## src/rtl/booth_seq_ctrl.sv

```systemverilog
// rtl/booth_seq_ctrl.sv - operand sequencer and result collector for the 8-bit sequential Booth multiplier
module booth_seq_ctrl #(
    parameter int WIDTH   = 8,
    parameter int TIMEOUT = 64
) (
    input  logic                 clk,
    input  logic                 rst_n,
    input  logic                 in_valid,
    output logic                 in_ready,
    input  logic [WIDTH-1:0]     in_mcand,
    input  logic [WIDTH-1:0]     in_mplier,
    output logic                 out_valid,
    input  logic                 out_ready,
    output logic [2*WIDTH-1:0]   out_product,
    output logic                 out_error,
    output logic                 busy,
    output logic [WIDTH-1:0]     mul_inbus,
    output logic                 mul_beginsig,
    output logic                 mul_locksig,
    input  logic [WIDTH-1:0]     mul_outbus,
    input  logic                 mul_endsig
);

    localparam int CW = $clog2(TIMEOUT);

    typedef enum logic [2:0] {
        S_IDLE,
        S_LOAD_M,
        S_LOAD_Q,
        S_WAIT,
        S_DONE
    } state_t;

    state_t           state;
    state_t           state_nx;
    logic [WIDTH-1:0] mcand_q;
    logic [WIDTH-1:0] mplier_q;
    logic [WIDTH-1:0] hist1;
    logic [WIDTH-1:0] hist0;
    logic [CW-1:0]    wdog;
    logic             wdog_expired;

    assign wdog_expired = (wdog == CW'(TIMEOUT - 1));

    // State register; reset forces IDLE so the lock drops the moment rst_n falls
    always_ff @(posedge clk or negedge rst_n) begin
        if (!rst_n) begin
            state <= S_IDLE;
        end else begin
            state <= state_nx;
        end
    end

    // Next-state and strobe decode; outputs depend on state only (plus rst_n for in_ready)
    always_comb begin
        state_nx     = state;
        in_ready     = 1'b0;
        out_valid    = 1'b0;
        busy         = 1'b1;
        mul_inbus    = '0;
        mul_beginsig = 1'b1;
        mul_locksig  = 1'b0;
        case (state)
            S_IDLE: begin
                in_ready = rst_n;
                busy     = 1'b0;
                if (in_valid) begin
                    state_nx = S_LOAD_M;
                end
            end
            S_LOAD_M: begin
                mul_beginsig = 1'b0;
                mul_locksig  = 1'b1;
                mul_inbus    = mcand_q;
                state_nx     = S_LOAD_Q;
            end
            S_LOAD_Q: begin
                mul_locksig = 1'b1;
                mul_inbus   = mplier_q;
                state_nx    = S_WAIT;
            end
            S_WAIT: begin
                mul_locksig = 1'b1;
                mul_inbus   = mplier_q;
                if (mul_endsig || wdog_expired) begin
                    state_nx = S_DONE;
                end
            end
            S_DONE: begin
                out_valid = 1'b1;
                if (out_ready) begin
                    state_nx = S_IDLE;
                end
            end
            default: begin
                state_nx = S_IDLE;
            end
        endcase
    end

    // Operand latch, output history, watchdog and result capture
    always_ff @(posedge clk or negedge rst_n) begin
        if (!rst_n) begin
            mcand_q     <= '0;
            mplier_q    <= '0;
            hist1       <= '0;
            hist0       <= '0;
            wdog        <= '0;
            out_product <= '0;
            out_error   <= 1'b0;
        end else begin
            case (state)
                S_IDLE: begin
                    if (in_valid) begin
                        mcand_q  <= in_mcand;
                        mplier_q <= in_mplier;
                    end
                end
                S_LOAD_Q: begin
                    wdog  <= '0;
                    hist1 <= '0;
                    hist0 <= '0;
                end
                S_WAIT: begin
                    hist1 <= hist0;
                    hist0 <= mul_outbus;
                    wdog  <= wdog + CW'(1);
                    // The product bytes precede endsig on the bus, so they are
                    // already in the history when endsig is seen.
                    if (mul_endsig) begin
                        out_product <= {hist1, hist0};
                        out_error   <= 1'b0;
                    end else if (wdog_expired) begin
                        out_product <= '0;
                        out_error   <= 1'b1;
                    end
                end
                default: begin
                end
            endcase
        end
    end

endmodule

```

## config.mk

```make
export PLATFORM = sky130hd
export DESIGN_NAME = booth_seq_ctrl
export DESIGN_NICKNAME = d
export VERILOG_FILES = /design/src/rtl/booth_seq_ctrl.sv
export SDC_FILE = /design/constraint.sdc
export NUM_CORES = 1
export LEC_CHECK = 0
export CAP_MARGIN = 30
export CORE_MARGIN = 2
export CORE_UTILIZATION = 49
export DETAILED_ROUTE_END_ITERATION = 7
export PLACE_DENSITY = 0.9
export SLEW_MARGIN = 20
export SYNTH_ARGS = -nofsm -noshare
export SYNTH_HDL_FRONTEND = slang
export SYNTH_SLANG_ARGS = --single-unit
```

## constraint.sdc

```tcl
create_clock -name clk -period 1.9 [get_ports clk]
set_clock_uncertainty 0.15 [all_clocks]
set_input_delay 0.285 -clock clk [delete_from_list [all_inputs] [get_ports clk]]
set_output_delay 0.285 -clock clk [all_outputs]
set_load 0.02 [all_outputs]
```

==> flow_metrics.tcl, run 1 <==
set metrics [dict create \
    p_leak_nw 1.678 \
    clk-insertion-delay-late_ps 340 \
    routedWlPerCell_um 18.53 \
    row_count 25 \
    root_buffer "clkbuf_8" \
    grt_overflow_total 0 \
    r2r_start "state[1]$_DFFE_PN0P_" \
    worstHoldStart "out_product[15]$_DFFE_PN0P_" \
    p_seq_share_pct 31.7 \
    die_height_um 74.96 \
    cts_buffers 9 \
    fin_crit_sh_pct 106.0 \
    drtIter0Drc 152 \
    required_ps 1960 \
    port_buffers 58 \
    yosysSeqAreaShare_pct 58.82 \
    viasPerCell 5.495 \
    rsz0062_at_grt "true" \
    critPathCaptureType "flip-flop" \
    power_w 0.006619 \
    vias 1808 \
    grt_use_met1_pct 31.07 \
    synthAdderAreaFrac_pct 0.5071 \
    hold_violations 0 \
    syn_inst 176 \
    status "finished with violations" \
    n_antenna_cell 0 \
    swShare_pct 34.51 \
    syn_nets 206 \
    ys_types 38 \
    die_w_um 74.96 \
    placed_cells 303 \
    grt_pass1_vias 1760 \
    min_path_cells 1 \
    slowest_delay_ps 450 \
    synth_xor_area_share_pct 0 \
    fill_cells 289 \
    yosysTopAreaCellShare_pct 58.82 \
    setup_viol_count_final 26 \
    cp-start-kind "flip-flop" \
    period_minus_slack_ps 2014 \
    synth_area_um2 2467 \
    drc_errors 0 \
    final_common_cell "dfrtp_1" \
    clock_path_buffers 2 \
    grt_pass1_wl_mm 9.232 \
    htree_num_levels 3 \
    path_max_fanout 6 \
    critical-path-slowest-cell "dfrtp_2" \
    core_area_um2 4786 \
    ys_dominant_reg_cell "dfrtp_1" \
    critPathArrivalTime_ps 2080 \
    vdd_drop_max_uv 1103 \
    p_int_w 0.004335 \
    hold_end "out_product[15]$_DFFE_PN0P_" \
    grt_max_degree 59 \
    hold_class "flip-flop to flip-flop" \
    setup_tns_ps -2219 \
    reg2regPathDepth 6 \
    layout.cells.non_filler 329 \
    grt_use_met3_pct 4.953 \
    ioPinCount 59 \
    grtUsageMet2_pct 34.60 \
    wirelength_mm 6.096 \
    track_usage_pct 22.98 \
    crit_top_cell "buf_6" \
    cts.clk_slew.worst_paths_ps 60 \
    power_switching_w 0.002284 \
    cts_tree "done" \
    crit_type "flip-flop to flip-flop" \
    max_cap_violations 0 \
    rr_endpoint "mcand_q[5]$_DFFE_PN0P_" \
    ys_seq_elements 58 \
    area_growth_syn_to_layout_pct 45.44 \
    avgSynthCellArea_um2 14.02 \
    yosys_warnings 0 \
    multi_input_area_um2 952.2 \
    synthMuxAreaShare_pct 9.686 \
    cts_num_sinks 58 \
    final_cell_mix "dfrtp_1 (57), clkdlybuf4s50_1 (44), a22o_1 (42)" \
    synth_top_family_by_area "compound AO/OA/AOI/OAI gates" \
    synth-edff-count 0 \
    clockPowerShare_pct 20.6 \
    violations "negative setup slack" \
    first_pass_iters 4 \
    place.gp.congestion 0.7580 \
    ant_nets 0 \
    finish.utilization_pct 74.98 \
    die_area_um2 5619 \
    combPwrFrac_pct 47.7 \
    start_util_pct 51.56 \
    synth.area.top_cells "dfrtp_1 (59%), a22o_1 (15%), mux2_4 (6.1%)" \
    grt-busiest-layer "met2" \
    antenna_found_initial 0 \
    path_cells "buf_6, or3_4, buf_6, nor2_8, buf_12, mux2_4" \
    drive_gt1_share_pct 30.15 \
    yosys.area.top_type "dfrtp_1" \
    worst_slack_ps -114.2 \
    fmax_mhz 496.5 \
    slew_headroom_pct 52.84 \
    rrSetupSlack_ps -110 \
    maxSlewViolCount 0 \
    powerDensity_nw_per_um2 1844 \
    async_reset_ff_share_pct 100.0 \
    synth_compound_area_share_pct 18.36 \
    worst_pin_slew_ps 707.3 \
    ff_latch_area_um2 1453 \
    yosys.area_share.simple_pct 7.961 \
    dp_hpwl_mm 3.630 \
    fin_nets 287 \
]
-- worst max-delay path, delay by kind of cell, from the launching register on --
| kind | cells | cell delay [ps] |
|---|---|---|
| buf+inv | 3 | 420 |
| simple gates | 2 | 580 |
| flops | 1 | 450 |
| mux | 1 | 290 |
-- layer usage --
layer,up-vias,routed length [um]
met1,903,2722
met3,12,229
met5,-,0
met2,65,2973
li1,828,-
met4,0,170
-- sequential cells by signal, indices dropped and copies added, names as in the netlist --
name,count
hist0,8
hist1,8
mcand_q,8
mplier_q,8
out_error,1
out_product,16
state,3
wdog,6
-- power groups by stage --
stage / sequential (W) / clock (W) / combinational [W]
after CTS: 0.00209 / 0.00138 / 0.00294
after detailed placement: 0.00208 / 0 / 0.00274
after floorplan: 0.00211 / 0 / 0.00163
after global placement: 0.00206 / 0 / 0.00266
after global routing: 0.00214 / 0.00142 / 0.00334
final: 0.00210 / 0.00136 / 0.00316
-- synthesized netlist by cell type (3+ instances only) --
library cell and instances:
clkbuf_1 4, inv_1 4, dfrtp_1 58, a22o_1 42, mux2_4 10, nor2_1 5
nand2_1 6, mux2_2 7, buf_2 4, nand3_1 3, buf_6 3
-- cells by family after synthesis --
| group | after synthesis |
|---|---|
| flops | 58 |
| compound gates | 52 |
| simple gates | 29 |
| buf+inv | 18 |
| mux | 18 |
| fa+ha+maj | 1 |
-- how the worst max path moves through the flow --
stage                         startpoint                      end  slack [ps]  cells after the start
finish              state[1]$_DFFE_PN0P_   mcand_q[5]$_DFFE_PN0P_        -110                      6
global route        state[1]$_DFFE_PN0P_   mcand_q[3]$_DFFE_PN0P_        -150                      6
CTS                 state[1]$_DFFE_PN0P_  mplier_q[1]$_DFFE_PN0P_        -180                      7
detailed placement  state[1]$_DFFE_PN0P_             mul_inbus[6]        -310                      4
global placement    state[1]$_DFFE_PN0P_             mul_inbus[5]        -280                      3
floorplan           state[1]$_DFFE_PN0P_   mcand_q[0]$_DFFE_PN0P_          90                      5
-- timing repair --
item / CTS / global route
buffers inserted: 5 / 6
cloned: 1 / 0
resized for setup: 79 / 15
pin swaps: 5 / 11
hold buffers: 1 / 0
endpoints found under the hold margin: 58 / 0
setup endpoints to repair: 28 / 28
-- final cells by class --
| cell class | instances | share of cell area (%) |
|---|---|---|
| clock buffers | 11 | 3.661 |
| clock inverters | 5 | 2.859 |
| inverters | 4 | 0.4184 |
| multi-input cells | 100 | 26.53 |
| flip-flops and latches | 58 | 40.48 |
| well taps | 67 | 2.336 |
| repair buffers | 84 | 23.71 |
-- per-stage QoR --
| stage | hold slack [ps] | area (um^2) | setup WS, ps |
|---|---|---|---|
| final | 347.3 | 3588 | -114.2 |
| after global routing | 368.8 | 3588 | -148.3 |
| after CTS | 353.0 | 3520 | -179.2 |
| after detailed placement | 334.7 | 3172 | -311.4 |
| after global placement | 328.3 | 3172 | -282.1 |
| after floorplan | -160.6 | 2467 | 89.05 |
Power figures use the tool's default switching activity.
==> run 2: changes to the inputs <==
==> constraint.sdc (replaced) <==
create_clock -name clk -period 1.9 [get_ports clk]
set_clock_uncertainty 0.15 [all_clocks]
set_input_delay 0.285 -clock clk [delete_from_list [all_inputs] [get_ports clk]]
set_output_delay 0.285 -clock clk [all_outputs]
set_load 0.01 [all_outputs]
==> run 2 against run 1 <==
The flow still finishes with violations (negative setup slack); first-iteration DRC count fell by 14%; register-to-register slack improved by 70 ps; largest cell class unchanged; largest power group unchanged; final cell count fell by 1.8%; highest routed layer unchanged.
==> flow_metrics.tcl, run 2 (synthesized netlist as in run 1, its figures left out) <==
set metrics [dict create \
    status "finished with violations" \
    violations "negative setup slack" \
    cp-start-kind "flip-flop" \
    track_usage_pct 22.04 \
    vias 1800 \
    fill_cells 349 \
    viasPerCell 5.573 \
    p_leak_nw 1.609 \
    clk-insertion-delay-late_ps 330 \
    slew_headroom_pct 51.72 \
    final_cell_mix "dfrtp_1 (57), clkdlybuf4s50_1 (44), a22o_1 (42)" \
    drc_errors 0 \
    fin_crit_sh_pct 102.4 \
    n_antenna_cell 0 \
    setup_viol_count_final 23 \
    layout.cells.non_filler 323 \
    cts.clk_slew.worst_paths_ps 60 \
    drive_gt1_share_pct 28.91 \
    worst_pin_slew_ps 724.2 \
    fmax_mhz 513.8 \
    root_buffer "clkbuf_8" \
    finish.utilization_pct 71.27 \
    worst_slack_ps -46.30 \
    max_cap_violations 0 \
    die_w_um 74.96 \
    core_area_um2 4786 \
    ant_nets 0 \
    period_minus_slack_ps 1946 \
    regMostFlops "out_product" \
    path_max_fanout 8 \
    hold_violations 0 \
    vdd_drop_max_uv 861.8 \
    crit_type "flip-flop to flip-flop" \
    cts_num_sinks 58 \
    largest_register_ffs 16 \
    start_util_pct 51.56 \
    grt_overflow_total 0 \
    wirelength_mm 5.879 \
    hold_class "flip-flop to flip-flop" \
    hold_end "out_product[13]$_DFFE_PN0P_" \
    required_ps 1960 \
    critPathArrivalTime_ps 2010 \
    place.gp.congestion 0.7513 \
    finalInstanceArea_um2 3411 \
    rsz0062_at_grt "true" \
    dp_hpwl_mm 3.599 \
    ioPinCount 59 \
    worstHoldStart "out_product[13]$_DFFE_PN0P_" \
    die_area_um2 5619 \
    cts_buffers 9 \
    grt_pass1_wl_mm 8.921 \
    powerDensity_nw_per_um2 1689 \
    area_growth_syn_to_layout_pct 38.24 \
    power_w 0.005760 \
    antenna_found_initial 0 \
    r2r_start "state[1]$_DFFE_PN0P_" \
    clock_path_buffers 2 \
    port_buffers 58 \
    critPathCaptureType "flip-flop" \
    min_path_cells 1 \
    drtIter0Drc 131 \
    rrSetupSlack_ps -50 \
    grt_max_degree 59 \
    grt_pass1_vias 1781 \
    reg2regPathDepth 5 \
    routedWlPerCell_um 18.20 \
    placed_cells 300 \
    htree_num_levels 3 \
    maxSlewViolCount 0 \
    first_pass_iters 4 \
    die_height_um 74.96 \
    rr_endpoint "mplier_q[4]$_DFFE_PN0P_" \
    preCtsSetupSlack_ps -245.4 \
    final_common_cell "dfrtp_1" \
    row_count 25 \
    dpl-instance-area_um2 3149 \
    fin_nets 281 \
    cts_tree "done" \
]
[run 2: changes by cell type in the layout (fill, tap and decap cells not counted), sizes merged]
cell / delta
buf: -7
clkbuf: +5
bufinv: -2
clkdlybuf4s15: -1
clkinvlp: -1
[run 2: worst max-delay path by stage]
stage / from / slack (ps) / endpoint
2_1_floorplan: state[1]$_DFFE_PN0P_ / 110 / mcand_q[0]$_DFFE_PN0P_
3_3_place_gp: state[1]$_DFFE_PN0P_ / -220 / mul_inbus[5]
3_5_place_dp: state[1]$_DFFE_PN0P_ / -250 / mul_inbus[2]
4_1_cts: state[2]$_DFFE_PN0P_ / -20 / in_ready
5_1_grt: state[1]$_DFFE_PN0P_ / -90 / mul_inbus[1]
6_report: state[1]$_DFFE_PN0P_ / -50 / mplier_q[4]$_DFFE_PN0P_
[run 2: area by class of cell]
| type | instances | area [um^2] | area share [%] |
|---|---|---|---|
| clock buffer | 14 | 162.7 | 4.769 |
| inverter | 4 | 15.01 | 0.4402 |
| sequential | 58 | 1453 | 42.59 |
| clock inverter | 2 | 35.03 | 1.027 |
| timing repair buffer | 78 | 716.9 | 21.02 |
| tap | 67 | 83.83 | 2.458 |
| multi-input combinational | 100 | 944.7 | 27.70 |
[run 2: power breakdown]
part           internal, W  total (W)  leakage (nW)  switching [W]
clock             0.000677    0.00113         0.101       0.000458
combinational      0.00143    0.00253         0.764        0.00110
sequential         0.00173    0.00210         0.745       0.000362
total              0.00384    0.00576          1.61        0.00192
[run 2: worst max-delay path, cell delays in order (launching register included)]
cell and delay (ps):
dfrtp_2 470, or3_4 440, buf_6 150, nor2_8 140
clkbuf_16 190, mux2_4 300
[run 2: repair_timing]
item                                    CTS  global route
endpoints found under the setup margin   13            28
endpoints found under the hold margin    58             0
gates cloned                              0             1
pin swaps                                 5             6
hold buffers                              1             0
setup buffers                             6             0
resized for setup                        59             8
[run 2: metrics by stage]
stage	hold WS [ps]	TNS [ps]
floorplan	-160.6	0
global placement	328.2	-1848
detailed placement	331.4	-1978
CTS	357.1	-84.09
global route	361.9	-1509
finish	350.4	-555.1
[run 2: metal layers]
metal	share of wire, %	vias to the layer above	global-route usage (%)
li1	-	812	-
met1	43	931	27.37
met2	51	49	34.80
met3	3.8	8	8.166
met4	1.8	0	9.325
met5	0	-	0
==> run 3: changes to the inputs <==
==> constraint.sdc (replaced) <==
create_clock -name clk -period 1.9 [get_ports clk]
set_clock_uncertainty 0.15 [all_clocks]
set_input_delay 0.285 -clock clk [delete_from_list [all_inputs] [get_ports clk]]
set_output_delay 0.285 -clock clk [all_outputs]
set_load 0.05 [all_outputs]
==> run 3 against run 2 <==
The run still ends with negative setup slack left; combinational power grew 66%; sequential share of layout area fell by 2.4 points; sequential cell count unchanged; global-route usage increased by 0.47 points; worst setup slack worse by 73 ps; largest power group unchanged.
==> flow_metrics.tcl, run 3 (synthesized netlist as in run 1, its figures left out) <==
set metrics [dict create \
    status "finished with violations" \
    violations "negative setup slack" \
    critPathArrivalTime_ps 1580 \
    worst_slack_ps -119.1 \
    n_antenna_cell 0 \
    multi_input_area_um2 983.4 \
    place.gp.congestion 0.8090 \
    regMostFlops "out_product" \
    root_buffer "clkbuf_8" \
    die_height_um 74.96 \
    ant_nets 0 \
    largest_register_ffs 16 \
    cts_num_sinks 58 \
    cp-start-kind "flip-flop" \
    ioPinCount 59 \
    worst_hold_slack_ps 348.5 \
    dpl-instance-area_um2 3199 \
    grt_pass1_wl_mm 9.114 \
    p_leak_nw 1.712 \
    cts.clk_slew.worst_paths_ps 70 \
    die_w_um 74.96 \
    start_util_pct 51.56 \
    worstHoldStart "out_product[5]$_DFFE_PN0P_" \
    final_common_cell "dfrtp_1" \
    wirelength_mm 6.141 \
    die_area_um2 5619 \
    dp_hpwl_mm 3.893 \
    drive_gt1_share_pct 39.30 \
    fin_crit_sh_pct 106.3 \
    final_cell_mix "dfrtp_1 (55), a22o_1 (38), buf_4 (30)" \
    track_usage_pct 22.51 \
    slew_headroom_pct 52.07 \
    rsz0062_at_grt "true" \
    drtIter0Drc 150 \
    cts_buffers 9 \
    ff_latch_area_um2 1455 \
    hold_violations 0 \
    viasPerCell 5.682 \
    crit_type "flip-flop to primary output" \
    maxSlewViolCount 0 \
    period_minus_slack_ps 2019 \
    max_cap_violations 0 \
    row_count 25 \
    grt_overflow_total 0 \
    worst_pin_slew_ps 719.0 \
    crit_start "state[1]$_DFFE_PN0P_" \
    area_growth_syn_to_layout_pct 46.86 \
    setup_viol_count_final 40 \
    grt_max_degree 59 \
    setup_tns_ps -1947 \
    reg2regPathDepth 7 \
    vias 1841 \
    clk-insertion-delay-late_ps 330 \
    critPathCaptureType "primary output" \
    port_buffers 58 \
    r2r_start "state[1]$_DFFE_PN0P_" \
    path_max_fanout 9 \
    drc_errors 0 \
    vdd_drop_max_uv 1273 \
    grt_pass1_vias 1759 \
    fin_nets 282 \
    finalInstanceArea_um2 3623 \
    antenna_found_initial 0 \
    hold_class "flip-flop to flip-flop" \
    required_ps 1460 \
    clock_path_buffers 2 \
    first_pass_iters 5 \
    routedWlPerCell_um 18.95 \
    min_path_cells 1 \
    cts_tree "done" \
    fill_cells 293 \
    powerDensity_nw_per_um2 2070 \
    fmax_mhz 495.3 \
    htree_num_levels 3 \
    core_area_um2 4786 \
]
## run 3: cell types whose count changed in the layout (fill, tap and decap cells not counted), moves of 3 or more
cell | before | now
a22o_1 | 42 | 38
a22o_4 | 0 | 4
buf_12 | 2 | 15
buf_2 | 13 | 1
buf_4 | 13 | 30
clkdlybuf4s50_1 | 44 | 27
mux2_2 | 1 | 4
mux2_4 | 16 | 13
## run 3: critical path, cell delays in order (launching register included)
cell     delay (ps)
dfrtp_2         470
nor2_4          180
nor3_4           60
buf_12          140
a22o_4          250
buf_12          150
## run 3: final cells by class
cell class              count  share of cell area [%]
clock inverters             4                   1.381
repair buffers             79                   24.31
flip-flops and latches     58                   40.16
clock buffers              12                   4.282
multi-input cells         100                   27.14
inverters                   4                  0.4144
well taps                  67                   2.314
## run 3: where the power goes
group / switching (W) / internal, W
Sequential: 0.000417 / 0.00174
Clock: 0.000477 / 0.000675
Combinational: 0.00216 / 0.00203
## run 3: timing repair
item	in CTS	in global routing
gates cloned	0	1
gates resized for setup	12	11
endpoints found under the setup margin	10	26
setup buffers	5	4
pin swaps	8	5
hold endpoints to repair	58	0
hold buffers	1	0
## run 3: through the flow
| step | util, % | worst slack (ps) | total power (W) | std cells |
|---|---|---|---|---|
| after CTS | 73.86 | -68.38 | 0.007322 | 320 |
| after detailed placement | 66.85 | 37.70 | 0.005847 | 298 |
| after floorplan | - | 21.14 | 0.004430 | 176 |
| after global placement | 66.85 | 118.1 | 0.005726 | 298 |
| final | 75.71 | -119.1 | 0.007499 | 324 |
| after global routing | 75.71 | -157.4 | 0.007802 | 324 |
## run 3: path summary, 6_finish.rpt
kind / to / slack, ps
min: out_product[5]$_DFFE_PN0P_ / 350
max: mul_inbus[2] / -120
max reg2reg: out_product[3]$_DFFE_PN0P_ / -60
max in group asynchronous: state[0]$_DFFE_PN0P_ / 590
min reg2reg: out_product[5]$_DFFE_PN0P_ / 350
min in group asynchronous: mcand_q[1]$_DFFE_PN0P_ / 510
## run 3: routing by layer
metal / vias up / wire (um) / share of wire, % / global-route usage (%)
met2: 83 / 3207 / 52 / 35.48
met1: 933 / 2516 / 41 / 29.33
li1: 815 / - / - / -
met4: 0 / 111 / 1.8 / 9.325
met5: - / 0 / 0 / 0
met3: 10 / 306 / 5.0 / 6.426
